$ cat config.mk
export PLATFORM = sky130hd
export DESIGN_NAME = truth_table_sequencer
export DESIGN_NICKNAME = d
export VERILOG_FILES = /design/src/rtl/truth_table_sequencer.sv
export SDC_FILE = /design/constraint.sdc
export NUM_CORES = 1
export LEC_CHECK = 0
export CORE_MARGIN = 3
export CORE_UTILIZATION = 40
export CTS_CLUSTER_SIZE = 14
export DETAILED_ROUTE_END_ITERATION = 8
export PLACE_DENSITY = 0.74
export SETUP_SLACK_MARGIN = 0.2
export SYNTH_ARGS = -nofsm -noshare
export SYNTH_HDL_FRONTEND = slang
export SYNTH_SLANG_ARGS = --single-unit
export TNS_END_PERCENT = 10
$ cat constraint.sdc
create_clock -name clk_i -period 2.2 [get_ports clk_i]
set_clock_uncertainty 0.15 [all_clocks]
set_input_delay 0.22 -clock clk_i [delete_from_list [all_inputs] [get_ports clk_i]]
set_output_delay 0.22 -clock clk_i [all_outputs]
set_load 0.03 [all_outputs]
$ cat src/rtl/truth_table_sequencer.sv
// Steps a combinational cut through every input vector, samples its output at the end of
// each hold window and compares the measured table with an expected one. Optional: FAIL_STOP_EN.
module truth_table_sequencer #(
  parameter int N_IN        = 3,
  parameter int HOLD_CYCLES = 10,
  parameter int CW          = 4
) (
  input  logic                 clk_i,
  input  logic                 rst_i,
  input  logic                 start_i,
  input  logic                 abort_i,
  input  logic [2**N_IN-1:0]   exp_table_i,
  input  logic                 out_f_i,
  output logic [N_IN-1:0]      in_vec_o,
  output logic                 busy_o,
  output logic                 done_o,
  output logic                 pass_o,
  output logic                 fail_o,
  output logic [N_IN-1:0]      fail_idx_o,
  output logic [2**N_IN-1:0]   table_o
);

  localparam int TW = 2**N_IN;
  localparam logic [CW-1:0]   CNT_LOAD = CW'(HOLD_CYCLES - 1);
  localparam logic [N_IN-1:0] LAST_VEC = N_IN'(TW - 1);

  typedef enum logic [1:0] {
    IDLE   = 2'd0,
    SCAN   = 2'd1,
    FINISH = 2'd2
  } state_t;

  state_t          state_q, state_d;
  logic [N_IN-1:0] in_vec_q, in_vec_d;
  logic [CW-1:0]   cnt_q, cnt_d;
  logic            busy_q, busy_d;
  logic            done_q, done_d;
  logic            pass_q, pass_d;
  logic            fail_q, fail_d;
  logic [N_IN-1:0] fail_idx_q, fail_idx_d;
  logic [TW-1:0]   table_q, table_d;
  logic [TW-1:0]   exp_q, exp_d;
  logic            mismatch;
  logic            stop;

  always_ff @(posedge clk_i or posedge rst_i) begin
    if (rst_i) begin
      state_q    <= IDLE;
      in_vec_q   <= '0;
      cnt_q      <= '0;
      busy_q     <= 1'b0;
      done_q     <= 1'b0;
      pass_q     <= 1'b0;
      fail_q     <= 1'b0;
      fail_idx_q <= '0;
      table_q    <= '0;
      exp_q      <= '0;
    end else begin
      state_q    <= state_d;
      in_vec_q   <= in_vec_d;
      cnt_q      <= cnt_d;
      busy_q     <= busy_d;
      done_q     <= done_d;
      pass_q     <= pass_d;
      fail_q     <= fail_d;
      fail_idx_q <= fail_idx_d;
      table_q    <= table_d;
      exp_q      <= exp_d;
    end
  end

  always_comb begin
    state_d    = state_q;
    in_vec_d   = in_vec_q;
    cnt_d      = cnt_q;
    busy_d     = busy_q;
    done_d     = 1'b0;
    pass_d     = pass_q;
    fail_d     = fail_q;
    fail_idx_d = fail_idx_q;
    table_d    = table_q;
    exp_d      = exp_q;
    mismatch   = 1'b0;
    stop       = 1'b0;

    case (state_q)
      IDLE: begin
        if (start_i && !abort_i) begin
          state_d    = SCAN;
          in_vec_d   = '0;
          cnt_d      = CNT_LOAD;
          busy_d     = 1'b1;
          table_d    = '0;
          fail_d     = 1'b0;
          fail_idx_d = '0;
          pass_d     = 1'b0;
          exp_d      = exp_table_i;
        end
      end

      SCAN: begin
        if (abort_i) begin
          state_d  = IDLE;
          busy_d   = 1'b0;
          in_vec_d = '0;
        end else if (cnt_q != '0) begin
          cnt_d = cnt_q - CW'(1);
        end else begin
          table_d[in_vec_q] = out_f_i;
          mismatch = (out_f_i != exp_q[in_vec_q]);
          if (mismatch && !fail_q) begin
            fail_d     = 1'b1;
            fail_idx_d = in_vec_q;
          end
          stop = (in_vec_q == LAST_VEC);
`ifdef FAIL_STOP_EN
          if (mismatch && !fail_q) stop = 1'b1;
`endif
          if (stop) begin
            // Pass must see the bit sampled on this same edge, hence table_d.
            state_d  = FINISH;
            done_d   = 1'b1;
            busy_d   = 1'b0;
            in_vec_d = '0;
            pass_d   = (table_d == exp_q);
          end else begin
            in_vec_d = in_vec_q + N_IN'(1);
            cnt_d    = CNT_LOAD;
          end
        end
      end

      FINISH: begin
        state_d = IDLE;
      end

      default: begin
        state_d  = IDLE;
        busy_d   = 1'b0;
        in_vec_d = '0;
      end
    endcase
  end

  assign in_vec_o   = in_vec_q;
  assign busy_o     = busy_q;
  assign done_o     = done_q;
  assign pass_o     = pass_q;
  assign fail_o     = fail_q;
  assign fail_idx_o = fail_idx_q;
  assign table_o    = table_q;

endmodule
# After elaboration in Yosys (flattened, before gate mapping)
# Index checks and enable logic that the tools add are counted.
# Widths: inputs -> output; s select.
# word_totals
register_bits	32
input_bits	13
output_inout_bits	18
# op_classes
addsub	2
n_lt_le_gt_ge	2
eq_ne	13
n_mux	46
bitwise_logic	1
n_reduce_logical	16
# ops
op	count
$mux 8	3
$mux 3	7
$mux 1	17
$mux 4	4
$pmux 8 s2	1
$reduce_and 4->1	3
$ne 2x2->1 const B	5
$reduce_and 5->1	2
$ne 3x3->1 const B	3
$pmux 3 s3	1
$bwmux 8	1
$eq 8x8->1	1
$mux 2	4
$pmux 4 s2	1
$pmux 3 s2	1
$reduce_and 3->1	2
$lt 3x4->1 const B	1
$pmux 1 s2	2
$pmux 2 s2	1
$reduce_bool 4->1	1
$sub 4x1->4 const B	1
$add 3x1->3 const B	1
$bmux 1 s3	1
$demux 1 s3	1
other kinds (12)	15

# Logic depth before layout (Yosys ltp)
# Gate-level depths: netlist of the first run.
# logic_depth
depth_word	10
ltp_mapped	8
mapped_depth_nobuf	8

# Worst setup path after synthesis of the first run
# OpenSTA, ideal clock, no wires.
# synth_timing
path_kind	reg-to-reg
from	reg in_vec_q[0] (netlist: in_vec_o[0])
to	reg fail_idx_q[0] (netlist: fail_idx_o[0])
setup_time_ns	0.122
t_arrival_ns	1.949
t_required_ns	1.928
path_slack_ns	-0.021
path_stages_with_launch	7
synth_period_minus_slack_ns	2.221
path_cell_list	dfrtp_1 > buf_6 > mux4_1 > mux2i_1 > xor2_1 > nor2_1 > a32o_1
# synth_via
elab_chain_len	6
# synth_rtl
element	line_no	source
start: declaration	34	logic [N_IN-1:0] in_vec_q, in_vec_d;
start signal: assignment	60	in_vec_q <= in_vec_d;
$bmux 1 s3	110	mismatch = (out_f_i != exp_q[in_vec_q]);
$mux 1 (implied by the code)	110	
$ne 1x1->1	110	
$logic_and 1x1->1	111	if (mismatch && !fail_q) begin
$ne 2x2->1 (no line)	-	
$reduce_and 5->1 (no line)	-	
end signal: assignment	66	fail_idx_q <= fail_idx_d;
end: declaration	40	logic [N_IN-1:0] fail_idx_q, fail_idx_d;
# Parallel ways exist; a longest one is shown, timed or not. The select of a mux whose other input is x is not followed.
# A chain may end at the register's enable or synchronous reset.

# Final worst setup path of the first run
# layout_timing
from	reg in_vec_q[0] (netlist: in_vec_o[0])
to	reg fail_idx_q[1] (netlist: fail_idx_o[1])
# layout_via
elab_chain_len	6
# layout_rtl
element	line_no
$bmux 1 s3	110
$mux 1 (implied by the code)	110
$ne 1x1->1	110
$logic_and 1x1->1	111
$ne 2x2->1 (no line)	-
$reduce_and 5->1 (no line)	-
# No other way between the ends. The select of a mux whose other input is x is not followed.

==> key figures, run 1 <==
Clocking
  • TritonCTS Sinks: 32
  • TritonCTS Buffers: 5
  • Clk slew on worst S/H paths: 0.07 ns
  • Clock buffer depth: 2
  • H-tree Lvls: 2
  • CTS tree: yes
  • CTS Root Cell: clkbuf_8
  • Hold-fix buffers, CTS: 0
  • Clock Latency Late Sink: 0.28 ns

Power and ir drop
  • Gate power share: 34.4%
  • Sw power: 671 uW
  • Tot Pwr: 1.92 mW
  • Clock power share: 24.2%
  • PwrDens: 810 mW/mm2
  • Sequential power share: 41.4%
  • Sw frac: 34.9%
  • Internal power: 1.25 mW
  • Worst-case vdd ir drop: 354 uV
  • Leakage Power: 1.07 nW

Cells and area
  • Final-stage net count: 260
  • Share of layout cells above drive strength 1: 15.2%
  • Non-Filler Instances: 294
  • Area Growth Syn to Fin: 31.0%
  • Fill cell total of the finished layout: 360
  • N_diodes: 0

Routing
  • 1st-iter DRT viols: 131
  • Routed Antenna Nets: 0
  • Routed wire per std cell: 14.8 um
  • Vias/cell: 5.43
  • Pre-antenna DRT Iters: 4
  • Vias: 1,596
  • DRT Wirelength: 4360 um
  • # DRC: 0

Timing
  • Worst Tran Pin Value: 0.438 ns
  • Setup violators final: 0
  • Fin crit share: 92.7%
  • Setup TNS: 0 ns
  • Pins Over Slew Limit: 0
  • Max Freq: 0.490 GHz
  • Fin. Hold Viols: 0
  • Min Clock Period, post-route: 2.04 ns
  • RSZ-0062 raised after global routing: true
  • Slew headroom: 70.7%
  • Final setup margin: 0.161 ns

Yosys
  • Ranking of synthesized cells by area: dfrtp_1, nand2_1, o21ai_0
  • Most common cell in the synthesized netlist: nand2_1
  • Synth warn: 0
  • Register bit total from synthesis: 32
  • Syn Nets: 213
  • Most used DFF post-synth: dfrtp_1
  • EDFF count, synth: 0
  • Mapped Area: 0.00181 mm2
  • Post-synthesis sequential area ratio: 44.1%
  • Distinct cells, synth: 41
  • Synth async-reset ratio: 100%
  • Synth Instances: 196
  • Synthesized area per cell: 9.26 um2
  • Most frequent cells after synthesis: nand2_1, dfrtp_1, o21ai_0, inv_1
  • Top-area cell type share of the netlist area: 44.1%
  • Cell taking the most area after synthesis: dfrtp_1

Placement
  • Placer Congestion: 0.863
  • Pre-CTS WS: 0.0662 ns
  • Buffers on Ports: 30
  • Placed cells: 282
  • HPWL Detailed: 3130 um

Worst hold path
  • Hold WC Path Type: in2async

Global route
  • Pin count of the biggest net entering global routing: 33
  • Vias in the first global route: 1,446
  • Total Routing Usage GR: 17.4%
  • First-pass GRT wire length: 7240 um
  • Antenna violations before repair: 0
  • Grt ovf: 0

Worst setup path
  • Worst setup SP type: flip-flop
  • Critical Path, Cell by Cell: mux4_2, mux2i_1, xor2_1, o31a_1, a32o_1
  • Crit path max-delay cell type: mux4_2
  • CP max FO: 4
  • Worst Setup End Kind: flip-flop
  • CP peak stage delay: 0.51 ns
  • Setup Crit Path Kind: reg2reg
  • Required @ worst endpoint: 2.23 ns
  • CP Data Arrival Time: 2.06 ns

Floorplan
  • CORE AREA: 0.00417 mm2
  • Die area: 0.00538 mm2
  • Die Span Y: 73.3 um
  • # IOs: 31
  • Initial Util: 43.5%
  • # rows: 23
  • Die width: 73.3 um

Run status
  • Status: finished, final reports clean

Flow run
  • Max-cap violations: 0
## power groups by stage
| stage | Clock (mW) | Combinational, mW | Sequential [mW] |
|---|---|---|---|
| 2_1_floorplan | 0 | 0.319 | 0.872 |
| 6_report | 0.466 | 0.661 | 0.797 |
| 3_5_place_dp | 0 | 0.637 | 0.804 |
| 5_1_grt | 0.506 | 0.725 | 0.811 |
| 4_1_cts | 0.478 | 0.650 | 0.796 |
| 3_3_place_gp | 0 | 0.624 | 0.798 |
## critical path, delay by kind of cell (launching register included)
| family | cells | cell delay (ns) |
|---|---|---|
| multiplexers | 2 | 0.70 |
| AO/OA/AOI/OAI | 2 | 0.52 |
| flip-flops | 1 | 0.43 |
| XOR/XNOR | 1 | 0.14 |
## metrics by stage
step           cell area, um2  hold WS (ns)  utilization, %
3_3_place_gp             2240         0.342            53.8
3_5_place_dp             2240         0.345            53.8
5_1_grt                  2380         0.217            56.9
2_1_floorplan            1810         0.175               -
4_1_cts                  2360         0.189            56.5
6_report                 2380         0.169            56.9
## logic make-up after synthesis
| logic type | share of synthesized area, % |
|---|---|
| flip-flops | 44.1 |
| XOR/XNOR | 2.90 |
| multiplexers | 6.21 |
| AO/OA/AOI/OAI | 17.7 |
| buffers and inverters | 4.90 |
| AND/OR/NAND/NOR | 21.4 |
| adder cells (fa/ha/maj) | 2.76 |
## area by class of cell
cell class                 count  area [um2]  share of cell area, %
clock buffer                   6        82.6                   3.48
multi-input combinational    143         922                   38.8
tap                           50        62.6                   2.63
inverter                      11        41.3                   1.74
clock inverter                 2        10.0                  0.421
timing repair buffer          50         454                   19.1
sequential                    32         803                   33.8
## repair_timing
action | CTS | global route
endpoints found under the setup margin | 10 | 20
gates resized for setup | 4 | 1
pin swaps | 3 | 2
setup buffers | 2 | 2
## cells in the final DEF, fill, tap and decap left out, types with 3 or more instances in the layout
| master | instances |
|---|---|
| nand2_1 | 33 |
| dfrtp_1 | 30 |
| clkdlybuf4s50_1 | 30 |
| buf_4 | 19 |
| o21ai_0 | 14 |
| inv_1 | 10 |
| nor2_1 | 9 |
| a21oi_1 | 9 |
| o22ai_1 | 7 |
| nand3_1 | 6 |
| mux2i_1 | 6 |
| clkbuf_8 | 6 |
| a32o_1 | 5 |
| xor2_1 | 5 |
| nand3b_1 | 5 |
| nor3_1 | 4 |
| nor2b_1 | 3 |
| and4_1 | 3 |
| ha_1 | 3 |
## registers in the layout, summed over array words and instances (netlist names)
register    flops
fail_idx_o      3
in_vec_o        3
busy_o          1
fail_o          1
state_q         2
pass_o          1
table_o         8
cnt_q           4
exp_q           8
done_o          1
## final timing paths
check	slack [ns]	start	end	depth (start not counted)
max	0.16	in_vec_o[0]	fail_idx_o[1]	5
min	0.17	rst_i	cnt_q[1]	3
max reg2reg	0.16	in_vec_o[0]	fail_idx_o[1]	5
min reg2reg	0.35	fail_idx_o[2]	fail_idx_o[2]	1
max in group asynchronous	1.41	rst_i	in_vec_o[1]	3
min in group clk_i	0.30	exp_table_i[3]	exp_q[3]	3
## routing by layer
metal | track usage [%] | part of all wire [%] | vias to the layer above
met5 | 0 | 0 | -
met2 | 25.8 | 46 | 45
met3 | 3.69 | 5.8 | 5
met4 | 4.83 | 0.94 | 0
met1 | 25.7 | 47 | 749
li1 | - | - | 797
Note: power is estimated with default switching activity, not from simulation.
==> run 2: changes to the inputs <==
--- a/config.mk
+++ b/config.mk
@@ -5,6 +5,7 @@
 export SDC_FILE = /design/constraint.sdc
 export NUM_CORES = 1
 export LEC_CHECK = 0
+export ABC_AREA = 1
 export CORE_MARGIN = 3
 export CORE_UTILIZATION = 40
 export CTS_CLUSTER_SIZE = 14
==> run 2 against run 1 <==
Against the previous run: wire length is 13% lower; sequential share of layout area is 1.2 points higher; non-clock buffer count is 16 lower; largest power group unchanged; worst hold slack worse by 0.0057 ns; setup slack better by 0.12 ns; largest cell class unchanged.
==> key figures, run 2 <==
Routing
  • 1st-iter DRT viols: 98
  • Routed Antenna Nets: 0
  • DRT Wirelength: 3800 um
  • Pre-antenna DRT Iters: 4
  • # DRC: 0
  • Vias: 1,584
  • Routed wire per std cell: 11.9 um
  • Vias/cell: 4.97

Timing
  • Worst Tran Pin Value: 0.409 ns
  • Final setup margin: 0.281 ns
  • Setup violators final: 0
  • Slew headroom: 72.7%
  • Fin crit share: 87.2%
  • Pins Over Slew Limit: 0
  • Setup TNS: 0 ns
  • Max Freq: 0.521 GHz
  • Min Clock Period, post-route: 1.92 ns
  • RSZ-0062 raised after global routing: true
  • Fin. Hold Viols: 0
  • WHS: 0.163 ns

Clocking
  • Clk slew on worst S/H paths: 0.06 ns
  • TritonCTS Buffers: 5
  • Clock Latency Late Sink: 0.28 ns
  • Hold-fix buffers, CTS: 0
  • TritonCTS Sinks: 32
  • Clock buffer depth: 2
  • H-tree Lvls: 2
  • CTS tree: yes
  • CTS Root Cell: clkbuf_8

Placement
  • Dpl cell area: 0.00220 mm2
  • Placer Congestion: 0.882
  • Buffers on Ports: 30
  • Placed cells: 311
  • Pre-CTS WS: 0.302 ns
  • HPWL Detailed: 2910 um

Yosys
  • Most used DFF post-synth: dfrtp_1
  • Ranking of synthesized cells by area: dfrtp_1, nand2_1, inv_1
  • Most common cell in the synthesized netlist: nand2_1
  • Syn Nets: 246
  • Synth Instances: 229
  • Register bit total from synthesis: 32
  • Distinct cells, synth: 33
  • Synth warn: 0
  • Post-synthesis sequential area ratio: 43.6%
  • Synthesized area per cell: 8.03 um2
  • Synth async-reset ratio: 100%
  • Most frequent cells after synthesis: nand2_1, dfrtp_1, inv_1, nor2_1
  • Cell taking the most area after synthesis: dfrtp_1
  • EDFF count, synth: 0
  • Top-area cell type share of the netlist area: 43.6%
  • Mapped Area: 0.00184 mm2

Flow run
  • Max-cap violations: 0

Worst setup path
  • Critical path destination: in_vec_o[1]
  • Crit path max-delay cell type: clkdlybuf4s50_1
  • Critical Path, Cell by Cell: clkdlybuf4s50_1
  • Reg-to-Reg Start: in_vec_o[1]
  • Crit. path cell count: 1
  • R2R depth: 8
  • Required @ worst endpoint: 1.83 ns
  • Worst path bufs/invs: 1
  • R2R Setup Slk: 0.35 ns
  • Top delay family on crit path: buffers and inverters
  • CP max FO: 8
  • Crit. Startpoint: in_vec_o[1]
  • Worst Setup End Kind: output port
  • Setup Crit Path Kind: reg2out
  • R2R Path End: cnt_q[2]
  • CP peak stage delay: 0.74 ns
  • Worst setup SP type: flip-flop
  • CP Data Arrival Time: 1.55 ns

Global route
  • Total Routing Usage GR: 15.8%
  • First-pass GRT wire length: 6650 um
  • Vias in the first global route: 1,539
  • Grt ovf: 0
  • Pin count of the biggest net entering global routing: 33
  • Antenna violations before repair: 0

Power and ir drop
  • Gate power share: 31.1%
  • Leakage Power: 1.11 nW
  • Sw power: 597 uW
  • Internal power: 1.13 mW
  • Sw frac: 34.6%
  • Sequential power share: 42.2%
  • Tot Pwr: 1.73 mW
  • Worst-case vdd ir drop: 322 uV
  • PwrDens: 753 mW/mm2
  • Clock power share: 26.7%

Floorplan
  • CORE AREA: 0.00438 mm2
  • Die area: 0.00544 mm2
  • # IOs: 31
  • Die width: 73.8 um
  • Die Span Y: 73.8 um
  • # rows: 24
  • Initial Util: 41.9%

Cells and area
  • Commonest cells after routing, fill and taps aside: nand2_1, dfrtp_1, inv_1, clkdlybuf4s50_1, nor2_1
  • Post-layout util: 52.3%
  • N_diodes: 0
  • Area Growth Syn to Fin: 24.7%
  • Non-Filler Instances: 319
  • Final-stage net count: 283
  • Most common cell after layout, fill and taps aside: nand2_1
  • Final Cell Area: 0.00229 mm2
  • Share of layout cells above drive strength 1: 13.5%

Run status
  • Status: finished, final reports clean

Worst hold path
  • Hold WC Path Type: in2async
run 2: cell count changes after synthesis, sizes merged, moves of 4 or more:
cell	delta
nand2	+28
inv	+25
nor2	+14
clkbuf	-7
nand3	+7
mux2i	-6
a32o	-5
o21ai	+5
nand3b	-4
nand4	+4
nor3	-4
o211ai	+4
run 2: per-layer routing:
metal,up-vias,wire [um],track usage (%)
li1,814,-,-
met1,733,1680,19.6
met2,30,1910,26.8
met3,7,138,3.69
met4,0,69,5.43
met5,-,0,0
run 2: worst min-delay path by stage:
stage	start	end	slack [ns]	cells past startpoint
6_report	rst_i	cnt_q[2]	0.16	3
5_1_grt	rst_i	state_q[1]	0.22	3
4_1_cts	rst_i	table_o[0]	0.18	3
3_5_place_dp	fail_idx_o[2]	fail_idx_o[2]	0.31	2
3_3_place_gp	fail_idx_o[1]	fail_idx_o[1]	0.31	2
2_1_floorplan	rst_i	busy_o	0.19	1
run 2: layout make-up:
class / instances / area (um2)
Clock buffer: 8 / 90.1
Fill cell: 416 / 2090
Inverter: 38 / 150
Multi-Input combinational cell: 155 / 855
Sequential cell: 32 / 802
Tap cell: 52 / 65.1
Timing Repair Buffer: 34 / 330
run 2: power groups by stage:
stage / sequential [mW] / combinational [mW] / clock [mW]
2_1_floorplan: 0.766 / 0.356 / 0
3_3_place_gp: 0.732 / 0.526 / 0
3_5_place_dp: 0.738 / 0.537 / 0
4_1_cts: 0.727 / 0.541 / 0.478
5_1_grt: 0.738 / 0.607 / 0.501
6_report: 0.729 / 0.536 / 0.462
run 2: worst min-delay path: stages:
cell,delay (ns)
clkdlybuf4s50_1,0.39
inv_1,0.05
buf_4,0.36
run 2: logic make-up after synthesis:
family          count (synthesis)  synth area share, %
xor+xnor                        4                 2.32
flops                          32                 43.6
simple gates                  103                 27.5
fa+ha+maj                       4                 2.72
compound gates                 44                 13.8
buf+inv                        42                 10.1
run 2: timing repair:
action / 4_1_cts / 5_1_grt
setup endpoints to repair: 0 / 6
gates resized for setup: 0 / 3
buffers inserted: 0 / 0
==> run 3: changes to the inputs <==
--- a/config.mk
+++ b/config.mk
@@ -8,7 +8,7 @@
 export ABC_AREA = 1
 export CORE_MARGIN = 3
 export CORE_UTILIZATION = 40
-export CTS_CLUSTER_SIZE = 14
+export CTS_CLUSTER_SIZE = 30
 export DETAILED_ROUTE_END_ITERATION = 8
 export PLACE_DENSITY = 0.74
 export SETUP_SLACK_MARGIN = 0.2
==> results of run 3 <==
Same layout as run 2: the final DEF is identical, and so are final timing and power.
